<file path="config.mk">
export PLATFORM = sky130hd
export DESIGN_NAME = add_pipe
export DESIGN_NICKNAME = d
export VERILOG_FILES = /design/src/rtl/add_pipe_pkg.sv /design/src/rtl/add_chunk_pg.sv /design/src/rtl/add_pipe.sv
export SDC_FILE = /design/constraint.sdc
export NUM_CORES = 1
export LEC_CHECK = 0
export BUFFER_PORTS_ARGS = -buffer_cell sky130_fd_sc_hd__clkbuf_2
export CORE_UTILIZATION = 29
export CTS_BUF_LIST = sky130_fd_sc_hd__clkbuf_4 sky130_fd_sc_hd__clkbuf_8
export CTS_CLUSTER_DIAMETER = 200
export CTS_CLUSTER_SIZE = 14
export DETAILED_ROUTE_END_ITERATION = 10
export HOLD_SLACK_MARGIN = 0.12
export PLACE_DENSITY = 0.44
export SLEW_MARGIN = 25
export SYNTH_ARGS = -nofsm -noshare
export SYNTH_HDL_FRONTEND = slang
export SYNTH_SLANG_ARGS = --single-unit
</file>
<file path="constraint.sdc">
create_clock -name clk -period 6.8 [get_ports clk]
set_clock_uncertainty 0.15 [all_clocks]
set_input_delay 0.34 -clock clk [delete_from_list [all_inputs] [get_ports clk]]
set_output_delay 0.34 -clock clk [all_outputs]
set_load 0.05 [all_outputs]
</file>
<file path="src/rtl/add_pipe_pkg.sv">
// Shared definitions for the pipelined adder: ALU opcode encodings and the legal-split check.
package add_pipe_pkg;

    // The future ALU decode maps its opcode onto the `sub` input through these.
    localparam logic OP_ADD = 1'b0;
    localparam logic OP_SUB = 1'b1;

    function automatic bit legal_split(input int unsigned width, input int unsigned stages);
        return (stages >= 1) && (stages <= width) && ((width % stages) == 0);
    endfunction

endpackage

</file>
<file path="src/rtl/add_chunk_pg.sv">
// Combinational C-bit adder slice with ripple carry-out and group propagate/generate.
module add_chunk_pg #(
    parameter int unsigned C = 8
) (
    input  logic [C-1:0] a_i,
    input  logic [C-1:0] b_i,
    input  logic         c_i,
    output logic [C-1:0] s_o,
    output logic         c_o,
    output logic         pg_o,
    output logic         gg_o
);

    logic [C-1:0] p;
    logic [C-1:0] g;
    logic [C:0]   cy;
    logic         gg;

    assign p = a_i ^ b_i;
    assign g = a_i & b_i;

    always_comb begin
        cy    = '0;
        cy[0] = c_i;
        for (int i = 0; i < int'(C); i++) begin
            cy[i+1] = g[i] | (p[i] & cy[i]);
        end
    end

    // Group generate: carry out of the slice assuming a zero carry in.
    always_comb begin
        gg = 1'b0;
        for (int i = 0; i < int'(C); i++) begin
            gg = g[i] | (p[i] & gg);
        end
    end

    assign s_o  = p ^ cy[C-1:0];
    assign c_o  = cy[C];
    assign pg_o = &p;
    assign gg_o = gg;

endmodule

</file>
<file path="src/rtl/add_pipe.sv">
// Pipelined add/subtract: one C-bit chunk per stage, carry registered between stages,
// valid/ready handshake with a single global advance enable.
module add_pipe
    import add_pipe_pkg::*;
#(
    parameter int unsigned WIDTH  = 32,
    parameter int unsigned STAGES = 4
) (
    input  logic             clk,
    input  logic             rst_n,
    input  logic             in_valid,
    output logic             in_ready,
    input  logic [WIDTH-1:0] a,
    input  logic [WIDTH-1:0] b,
    input  logic             cin,
    input  logic             sub,
    output logic             out_valid,
    input  logic             out_ready,
    output logic [WIDTH-1:0] s,
    output logic             cout,
    output logic             ovf,
    output logic             zero
);

    localparam int unsigned C = WIDTH / STAGES;

    if (!legal_split(WIDTH, STAGES)) begin : g_bad_split
        $error("add_pipe: WIDTH must be a non-zero multiple of STAGES");
    end

    logic             en;
    logic [WIDTH-1:0] b_eff;

    assign b_eff    = (sub == OP_SUB) ? ~b : b;
    assign en       = !out_valid || out_ready;
    assign in_ready = en;

    for (genvar k = 0; k < STAGES; k++) begin : g_st
        localparam int unsigned ResW = (k + 1) * C;  // finished result bits after this stage
        localparam int unsigned HiW  = WIDTH - ResW; // operand bits still to be added

        logic [C-1:0]    a_ck;
        logic [C-1:0]    b_ck;
        logic [C-1:0]    sum_ck;
        logic            c_ck;
        logic            v_in;
        logic            pg;
        logic            gg;
        logic            co;
        logic            load;
        logic [ResW-1:0] res_new;
        logic            valid_d, valid_q;
        logic            carry_d, carry_q;
        logic [ResW-1:0] res_d, res_q;

        if (k == 0) begin : g_head
            assign a_ck    = a[C-1:0];
            assign b_ck    = b_eff[C-1:0];
            assign c_ck    = cin;
            assign v_in    = in_valid;
            assign res_new = sum_ck;
        end else begin : g_body
            assign a_ck    = g_st[k-1].g_hi.a_hi_q[C-1:0];
            assign b_ck    = g_st[k-1].g_hi.b_hi_q[C-1:0];
            assign c_ck    = g_st[k-1].carry_q;
            assign v_in    = g_st[k-1].valid_q;
            assign res_new = {sum_ck, g_st[k-1].res_q};
        end

        add_chunk_pg #(
            .C (C)
        ) u_chunk (
            .a_i  (a_ck),
            .b_i  (b_ck),
            .c_i  (c_ck),
            .s_o  (sum_ck),
            .c_o  (co),
            .pg_o (pg),
            .gg_o (gg)
        );

        // Lookahead carry must agree with the slice's own ripple carry.
        carry_lookahead_a: assert property (@(posedge clk) disable iff (!rst_n)
            co == (gg | (pg & c_ck)));

        // Data only loads for a real beat so an invalid output keeps its last value.
        assign load = en && v_in;

        always_comb begin
            valid_d = en ? v_in : valid_q;
            carry_d = carry_q;
            res_d   = res_q;
            if (load) begin
                carry_d = gg | (pg & c_ck);
                res_d   = res_new;
            end
        end

        always_ff @(posedge clk or negedge rst_n) begin
            if (!rst_n) begin
                valid_q <= 1'b0;
                carry_q <= 1'b0;
                res_q   <= '0;
            end else begin
                valid_q <= valid_d;
                carry_q <= carry_d;
                res_q   <= res_d;
            end
        end

        if (HiW > 0) begin : g_hi
            logic [HiW-1:0] a_hi_src, b_hi_src;
            logic [HiW-1:0] a_hi_d, a_hi_q;
            logic [HiW-1:0] b_hi_d, b_hi_q;

            if (k == 0) begin : g_src_in
                assign a_hi_src = a[WIDTH-1:C];
                assign b_hi_src = b_eff[WIDTH-1:C];
            end else begin : g_src_prev
                assign a_hi_src = g_st[k-1].g_hi.a_hi_q[HiW+C-1:C];
                assign b_hi_src = g_st[k-1].g_hi.b_hi_q[HiW+C-1:C];
            end

            always_comb begin
                a_hi_d = a_hi_q;
                b_hi_d = b_hi_q;
                if (load) begin
                    a_hi_d = a_hi_src;
                    b_hi_d = b_hi_src;
                end
            end

            always_ff @(posedge clk or negedge rst_n) begin
                if (!rst_n) begin
                    a_hi_q <= '0;
                    b_hi_q <= '0;
                end else begin
                    a_hi_q <= a_hi_d;
                    b_hi_q <= b_hi_d;
                end
            end
        end

        if (k == STAGES - 1) begin : g_tail
            logic ovf_d, ovf_q;
            logic zero_d, zero_q;

            // The top chunk carries the operand sign bits, so flags need no extra cycle.
            always_comb begin
                ovf_d  = ovf_q;
                zero_d = zero_q;
                if (load) begin
                    ovf_d  = (a_ck[C-1] == b_ck[C-1]) && (sum_ck[C-1] != a_ck[C-1]);
                    zero_d = ~|res_new;
                end
            end

            always_ff @(posedge clk or negedge rst_n) begin
                if (!rst_n) begin
                    ovf_q  <= 1'b0;
                    zero_q <= 1'b0;
                end else begin
                    ovf_q  <= ovf_d;
                    zero_q <= zero_d;
                end
            end
        end
    end

    assign out_valid = g_st[STAGES-1].valid_q;
    assign s         = g_st[STAGES-1].res_q;
    assign cout      = g_st[STAGES-1].carry_q;
    assign ovf       = g_st[STAGES-1].g_tail.ovf_q;
    assign zero      = g_st[STAGES-1].g_tail.zero_q;

endmodule
</file>
==> results of run 1 <==
==> cell type report <==
cell class                      count  area [sq um]  share of cell area [%]
Tap cell                          384           480                    4.60
Inverter                           28           105                    1.01
Multi-Input combinational cell    393          3730                    35.7
Clock buffer                       20           263                    2.51
Timing Repair Buffer              159          1070                    10.2
Sequential cell                   186          4650                    44.5
Clock inverter                     11           148                    1.41
==> state kept, by name (all words and copies together) (netlist names) <==
name              flops
cout                  1
g_st.res_q           48
ovf                   1
g_st.carry_q          3
g_st.g_hi.a_hi_q     48
zero                  1
g_st.valid_q          3
s                    32
out_valid             1
g_st.g_hi.b_hi_q     48
==> layout by cell type, fill, tap and decap left out, types with 3 or more instances in the layout <==
master,synthesis,final
clkbuf_2,0,105
xor2_1,10,10
dfrtp_1,186,186
nor3_1,7,7
bufinv_16,0,3
nor4_1,7,7
mux2_1,4,4
inv_1,28,28
mux2_4,17,17
nor2_1,13,13
nand2_1,44,43
xnor2_1,27,27
mux2_2,117,117
ha_1,32,32
clkbuf_8,0,19
clkinvlp_4,0,4
nand2_4,1,3
nand4_1,8,8
o21ai_0,47,47
dlygate4sd3_1,0,50
nand3_1,6,6
fa_1,28,28
a211oi_1,5,5
==> routing by layer <==
layer	routed length [microns]	global-route usage (%)	vias up
li1	-	-	2505
met1	9270	18.1	2568
met2	8680	20.6	90
met3	481	2.70	12
met4	175	3.37	0
met5	0	0	-
==> through the flow <==
stage / cell area [sq um] / power [W]
floorplan: 8650 / 0.00351
global placement: 9530 / 0.00410
detailed placement: 9530 / 0.00417
CTS: 10400 / 0.00497
global route: 10500 / 0.00527
finish: 10500 / 0.00488
==> worst min-delay path: stages <==
cell and delay [ns]:
clkbuf_2 0.10, ha_1 0.14, a2111oi_0 0.06, nor2_1 0.10
==> repair_timing <==
action                    in CTS  in global routing
hold endpoints to repair     154                  0
hold buffers                  50                  0
buffers inserted               0                  0
==> path summary, 6_finish.rpt <==
check	start	endpoint	slack (ns)	depth (start not counted)
worst max-delay path	g_st[2].carry_q	zero	2.71	13
worst min-delay path	a[5]	g_st[0].carry_q	0.19	4
max in group asynchronous	rst_n	g_st[0].res_q[7]	4.85	3
worst min register to register	g_st[0].g_hi.b_hi_q[23]	g_st[0].g_hi.b_hi_q[23]	0.33	2
min in group asynchronous	rst_n	g_st[0].g_hi.a_hi_q[16]	0.37	2
worst max register to register	g_st[2].carry_q	zero	2.71	13
==> power groups by stage <==
stage | Combinational, W | Clock [W] | Sequential [W]
global placement | 0.00209 | 0 | 0.00201
detailed placement | 0.00214 | 0 | 0.00202
CTS | 0.00217 | 0.000802 | 0.00200
finish | 0.00213 | 0.000767 | 0.00198
floorplan | 0.00128 | 0 | 0.00223
global route | 0.00235 | 0.000848 | 0.00206
==> cells by family after synthesis <==
family          after synthesis  synth area share [%]
xor+xnor                     37                  3.75
flops                       186                  53.8
compound gates               68                  4.61
fa+ha+maj                    60                  11.1
simple gates                 90                  4.84
mux                         138                  18.7
buf+inv                      55                  3.20
==> insert_results.sql, run 1 <==
INSERT INTO impl_metrics (metric_group, metric, value, unit) VALUES
('cells_and_area', 'synthToLayoutAreaGrowth', '20.8', '%'),
('sta', 'slew_headroom', '36.0', '%'),
('die', 'num_rows', '62', ''),
('yosys', 'ys_seq_area_share', '53.8', '%'),
('sta', 'unrepaired_setup_endpoints_after_global_routing', 'false', ''),
('yosys', 'yosys-top-cells-area', 'dfrtp_1 54%, mux2_2 15%, fa_1 6.5%', ''),
('yosys', 'postSynthNetCount', '764', ''),
('clock_network', 'clk_pin_slew_worst_paths', '0.09', 'ns'),
('drt', 'drt-wirelength-per-cell', '15.8', 'microns'),
('critical_path', 'setup.worst_path.start_class', 'register', ''),
('critical_path', 'worstPathArrival', '4.33', 'ns'),
('die', 'dieHeight', '175', 'microns'),
('cells_and_area', 'final_stage_net_count', '915', ''),
('critical_path', 'crit_family', 'adder cells', ''),
('cells_and_area', 'final_layout_size_suffix_gt1_share', '35.1', '%'),
('yosys', 'synth.lib_cells_used.distinct', '37', ''),
('drt', 'route.antenna.remaining_nets', '0', ''),
('clock_network', 'cts-root-buf', 'clkbuf_8', ''),
('drt', 'vias_per_cell', '4.38', ''),
('cells_and_area', 'num_antenna_cells', '0', ''),
('yosys', 'ys_ff_latch', '186', ''),
('yosys', 'synth.avg_cell_area', '13.6', 'sq um'),
('clock_network', 'tritoncts.num_buffers', '17', ''),
('yosys', 'synth-main-ff-cell', 'dfrtp_1', ''),
('power', 'cellInternalPower', '0.00295', 'W'),
('worst_hold_path', 'min_path_type', 'primary input to register', ''),
('status', 'outcome', 'finished, final reports clean', ''),
('clock_network', 'clk_latency', '0.45', 'ns'),
('place', 'place_inst', '1100', ''),
('yosys', 'ys.warnings.count', '0', ''),
('flow_run', 'drv_cap', '0', ''),
('yosys', 'netlist_instances', '634', ''),
('global_routing', 'wire_length_of_the_first_global_routing_pass', '30800', 'microns'),
('die', 'io_pins', '107', ''),
('drt', 'route.final.wire_length', '18600', 'microns'),
('yosys', 'synthMostInstantiatedCell', 'dfrtp_1', ''),
('die', 'start_util', '29.8', '%'),
('die', 'fp.dieArea', '0.0305', 'sq mm'),
('global_routing', 'grt_start_max_net_pins', '107', ''),
('clock_network', 'cts.htree.levels', '4', ''),
('drt', 'dr.first_iter.drc_count', '155', ''),
('global_routing', 'grt_antenna_before_repair', '0', ''),
('power', 'pwr-share-seq', '40.7', '%'),
('critical_path', 'crit_fanout', '2', ''),
('critical_path', 'crit_path_end_kind', 'register', ''),
('clock_network', 'cts-resized-gates', '0', ''),
('global_routing', 'grt_use_total', '13.0', '%'),
('place', 'dp_slack', '2.42', 'ns'),
('cells_and_area', 'final.fill_count', '2915', ''),
('power', 'ir_worst_vdd', '0.139', 'mV'),
('drt', 'route.detailed.drc', '0', ''),
('sta', 'portion_of_the_clock_cycle_consumed_by_the_worst_path_in_the_final_layout', '60.1', '%'),
('critical_path', 'critical_path.most_common_cell', 'fa_1', ''),
('yosys', 'syn-cell-area', '0.00865', 'sq mm'),
('critical_path', 'required', '7.04', 'ns'),
('sta', 'setup-tns-final', '0', 'ns'),
('sta', 'final.setup.worst_slack', '2.71', 'ns'),
('yosys', 'synth_enable_flop_cells', '0', ''),
('sta', 'setup_viol_count_final', '0', ''),
('critical_path', 'critical-path-slowest-cell', 'fa_1', ''),
('cells_and_area', 'fin_cells', '1181', ''),
('critical_path', 'critical_path.n_buffers_inverters', '2', ''),
('critical_path', 'crit_path_max_incr_delay', '0.46', 'ns'),
('global_routing', 'globalRouteOverflowTotal', '0', ''),
('critical_path', 'crit_chain', 'inv_1, fa_1, inv_1, fa_1, fa_1, fa_1, fa_1, fa_1, fa_1, nor4_1, nand4_1, nor4_1, a21o_1', ''),
('place', 'place.gp.congestion', '0.848', ''),
('global_routing', 'number_of_global_route_vias_before_repair', '5552', ''),
('sta', 'fin_hold_ws', '0.194', 'ns'),
('yosys', 'synth_commonest_cells', '186 x dfrtp_1, 117 x mux2_2, 47 x o21ai_0', ''),
('die', 'fp.coreArea', '0.0290', 'sq mm'),
('sta', 'worst_pin_slew', '0.960', 'ns');
(Power assumes the default switching activity.)
==> run 2: changes to the inputs <==
- clock period: 6.8 -> 4.1 ns (I/O delays scaled with it)
==> run 2 against run 1 <==
  * Wire length increased by 4.4%
  * Critical path depth down 2
  * Combinational power increased by 72%
  * Largest cell class unchanged
  * Largest power group unchanged
==> insert_results.sql, run 2 (synthesized netlist as in run 1, its figures left out) <==
INSERT INTO impl_metrics (metric_group, metric, value, unit) VALUES
('cells_and_area', 'reg.largest.list', 'g_st.g_hi.a_hi_q (48), g_st.g_hi.b_hi_q (48), g_st.res_q (48)', ''),
('sta', 'setup_viol_count_final', '0', ''),
('place', 'post_dp_cell_area', '0.00957', 'sq mm'),
('critical_path', 'critical-path-slowest-cell', 'dlygate4sd3_1', ''),
('sta', 'worst_pin_slew', '0.790', 'ns'),
('place', 'port_buffers', '106', ''),
('clock_network', 'clk_pin_slew_worst_paths', '0.09', 'ns'),
('critical_path', 'worstPathArrival', '4.16', 'ns'),
('global_routing', 'globalRouteOverflowTotal', '0', ''),
('place', 'place_hpwl', '13700', 'microns'),
('critical_path', 'setup.worst_path.start_class', 'primary input', ''),
('critical_path', 'timing_worst_setup_path_type', 'primary input to register', ''),
('die', 'fp.dieArea', '0.0305', 'sq mm'),
('drt', 'detailed_router_iteration_count_before_antenna_repair', '4', ''),
('global_routing', 'grt_start_max_net_pins', '76', ''),
('sta', 'maxSlewViolCount', '0', ''),
('worst_hold_path', 'hold_path_startpoint', 'b[7]', ''),
('sta', 'unrepaired_setup_endpoints_after_global_routing', 'false', ''),
('sta', 'hold_viol_final', '0', ''),
('clock_network', 'cts.htree.levels', '4', ''),
('power', 'pwr_density_cell', '761', 'mW/mm^2'),
('place', 'place.gp.congestion', '0.817', ''),
('cells_and_area', 'layout.core_utilization', '36.8', '%'),
('die', 'start_util', '29.8', '%'),
('critical_path', 'critical_path.n_buffers_inverters', '4', ''),
('critical_path', 'r2r_start', 'g_st[2].carry_q', ''),
('drt', 'route.antenna.remaining_nets', '0', ''),
('power', 'power_leakage', '4.85', 'nW'),
('critical_path', 'reg2reg_slack', '0.19', 'ns'),
('place', 'dp_slack', '0.0952', 'ns'),
('cells_and_area', 'final_layout_size_suffix_gt1_share', '35.3', '%'),
('drt', 'vias_per_cell', '4.45', ''),
('die', 'die_w', '175', 'microns'),
('clock_network', 'clk_latency', '0.48', 'ns'),
('cells_and_area', 'final_stage_net_count', '936', ''),
('die', 'dieHeight', '175', 'microns'),
('critical_path', 'worst_setup_path_startpoint', 'a[1]', ''),
('drt', 'via_count', '5349', ''),
('die', 'io_pins', '107', ''),
('critical_path', 'crit_path_end_kind', 'register', ''),
('drt', 'drt-wirelength-per-cell', '16.1', 'microns'),
('status', 'outcome', 'finished, final reports clean', ''),
('clock_network', 'tritoncts_num_sinks', '186', ''),
('cells_and_area', 'layout_commonest_cell', 'dfrtp_1', ''),
('cells_and_area', 'synthToLayoutAreaGrowth', '23.4', '%'),
('power', 'ir_worst_vdd', '0.232', 'mV'),
('clock_network', 'tritoncts.num_buffers', '17', ''),
('sta', 'peak_freq', '252', 'MHz'),
('clock_network', 'clock_tree_from_tritoncts', 'built', ''),
('cells_and_area', 'num_antenna_cells', '0', ''),
('sta', 'portion_of_the_clock_cycle_consumed_by_the_worst_path_in_the_final_layout', '96.9', '%'),
('critical_path', 'crit_path_max_incr_delay', '0.54', 'ns'),
('drt', 'route.detailed.drc', '0', ''),
('sta', 'fin_crit', '3.97', 'ns'),
('global_routing', 'grt_use_total', '13.6', '%'),
('global_routing', 'grt_antenna_before_repair', '0', ''),
('critical_path', 'crit_fanout', '2', ''),
('critical_path', 'critical_path.most_common_cell', 'fa_1', ''),
('critical_path', 'crit_chain', 'dlygate4sd3_1, clkbuf_2, inv_1, fa_1, fa_1, fa_1, fa_1, fa_1, fa_1, dlygate4sd3_1, o21ai_0', ''),
('flow_run', 'drv_cap', '0', ''),
('global_routing', 'number_of_global_route_vias_before_repair', '5780', ''),
('die', 'num_rows', '62', ''),
('clock_network', 'postCtsSetupRepairBufs', '0', ''),
('die', 'fp.coreArea', '0.0290', 'sq mm'),
('sta', 'setup-tns-final', '0', 'ns'),
('global_routing', 'wire_length_of_the_first_global_routing_pass', '31800', 'microns'),
('clock_network', 'cts.path.max_buffers', '2', ''),
('drt', 'dr.first_iter.drc_count', '191', ''),
('cells_and_area', 'final_cell_mix', '186 x dfrtp_1, 117 x mux2_2, 105 x clkbuf_2, 68 x dlygate4sd3_1, 47 x o21ai_0', ''),
('sta', 'slew_headroom', '47.1', '%'),
('drt', 'route.final.wire_length', '19400', 'microns'),
('critical_path', 'required', '4.29', 'ns'),
('power', 'p_total', '0.00813', 'W'),
('critical_path', 'crit_family', 'adder cells', ''),
('clock_network', 'cts-root-buf', 'clkbuf_8', ''),
('cells_and_area', 'finish.instance_area', '0.0107', 'sq mm'),
('worst_hold_path', 'min_path_type', 'primary input to register', ''),
('sta', 'final.setup.worst_slack', '0.126', 'ns');
-- run 2: cell types whose count changed in the layout (fill, tap and decap cells not counted), sizes merged --
| cell | delta |
|---|---|
| bufinv | -3 |
| inv | +7 |
| buf | +3 |
| dlygate4sd3 | +18 |
| clkinv | -1 |
| clkinvlp | -2 |
-- run 2: final timing paths --
path	endpoint	cells after the start
max	g_st[0].res_q[6]	11
min	g_st[0].res_q[7]	5
max reg2reg	zero	13
min reg2reg	s[24]	2
max in group asynchronous	g_st[0].g_hi.b_hi_q[0]	4
min in group asynchronous	g_st[2].g_hi.b_hi_q[3]	3
-- run 2: per-stage QoR --
step / hold WS, ns / std cells
6_report: 0.224 / 1203
2_1_floorplan: -0.241 / 634
5_1_grt: 0.247 / 1203
3_3_place_gp: 0.289 / 1101
3_5_place_dp: 0.0700 / 1102
4_1_cts: 0.188 / 1203
-- run 2: timing repair --
action,CTS,global route
gates resized for setup,0,5
endpoints found under the hold margin,247,0
endpoints found under the setup margin,0,1
hold buffers,69,0
-- run 2: where the power goes --
group          internal (W)  switching (W)  leakage (nW)
logic               0.00169        0.00197          2.43
registers           0.00266       0.000629          2.24
clock network      0.000468       0.000707         0.185
-- run 2: worst reg2reg max path: stages, from the launching register on --
cell and delay [ns]:
dfrtp_1 0.40, inv_2 0.08, fa_1 0.16, inv_1 0.05, fa_1 0.37, fa_1 0.39
fa_1 0.39, fa_1 0.39, fa_1 0.39, fa_2 0.39, xnor2_2 0.18, nand3_1 0.11
nor4_2 0.28, a21o_1 0.11
-- run 2: layout make-up --
class	instances	area (sq um)
repair buffers	180	1320
fillers	2883	18300
inverters	28	105
clock inverters	12	105
well taps	384	480
clock buffers	20	263
multi-input cells	393	3750
flip-flops and latches	186	4650
-- run 2: metal layers --
| metal | share of wire (%) | track usage (%) |
|---|---|---|
| met5 | 0 | 0 |
| met4 | 1.4 | 4.64 |
| met3 | 2.8 | 2.72 |
| met2 | 48 | 21.7 |
| met1 | 48 | 18.4 |
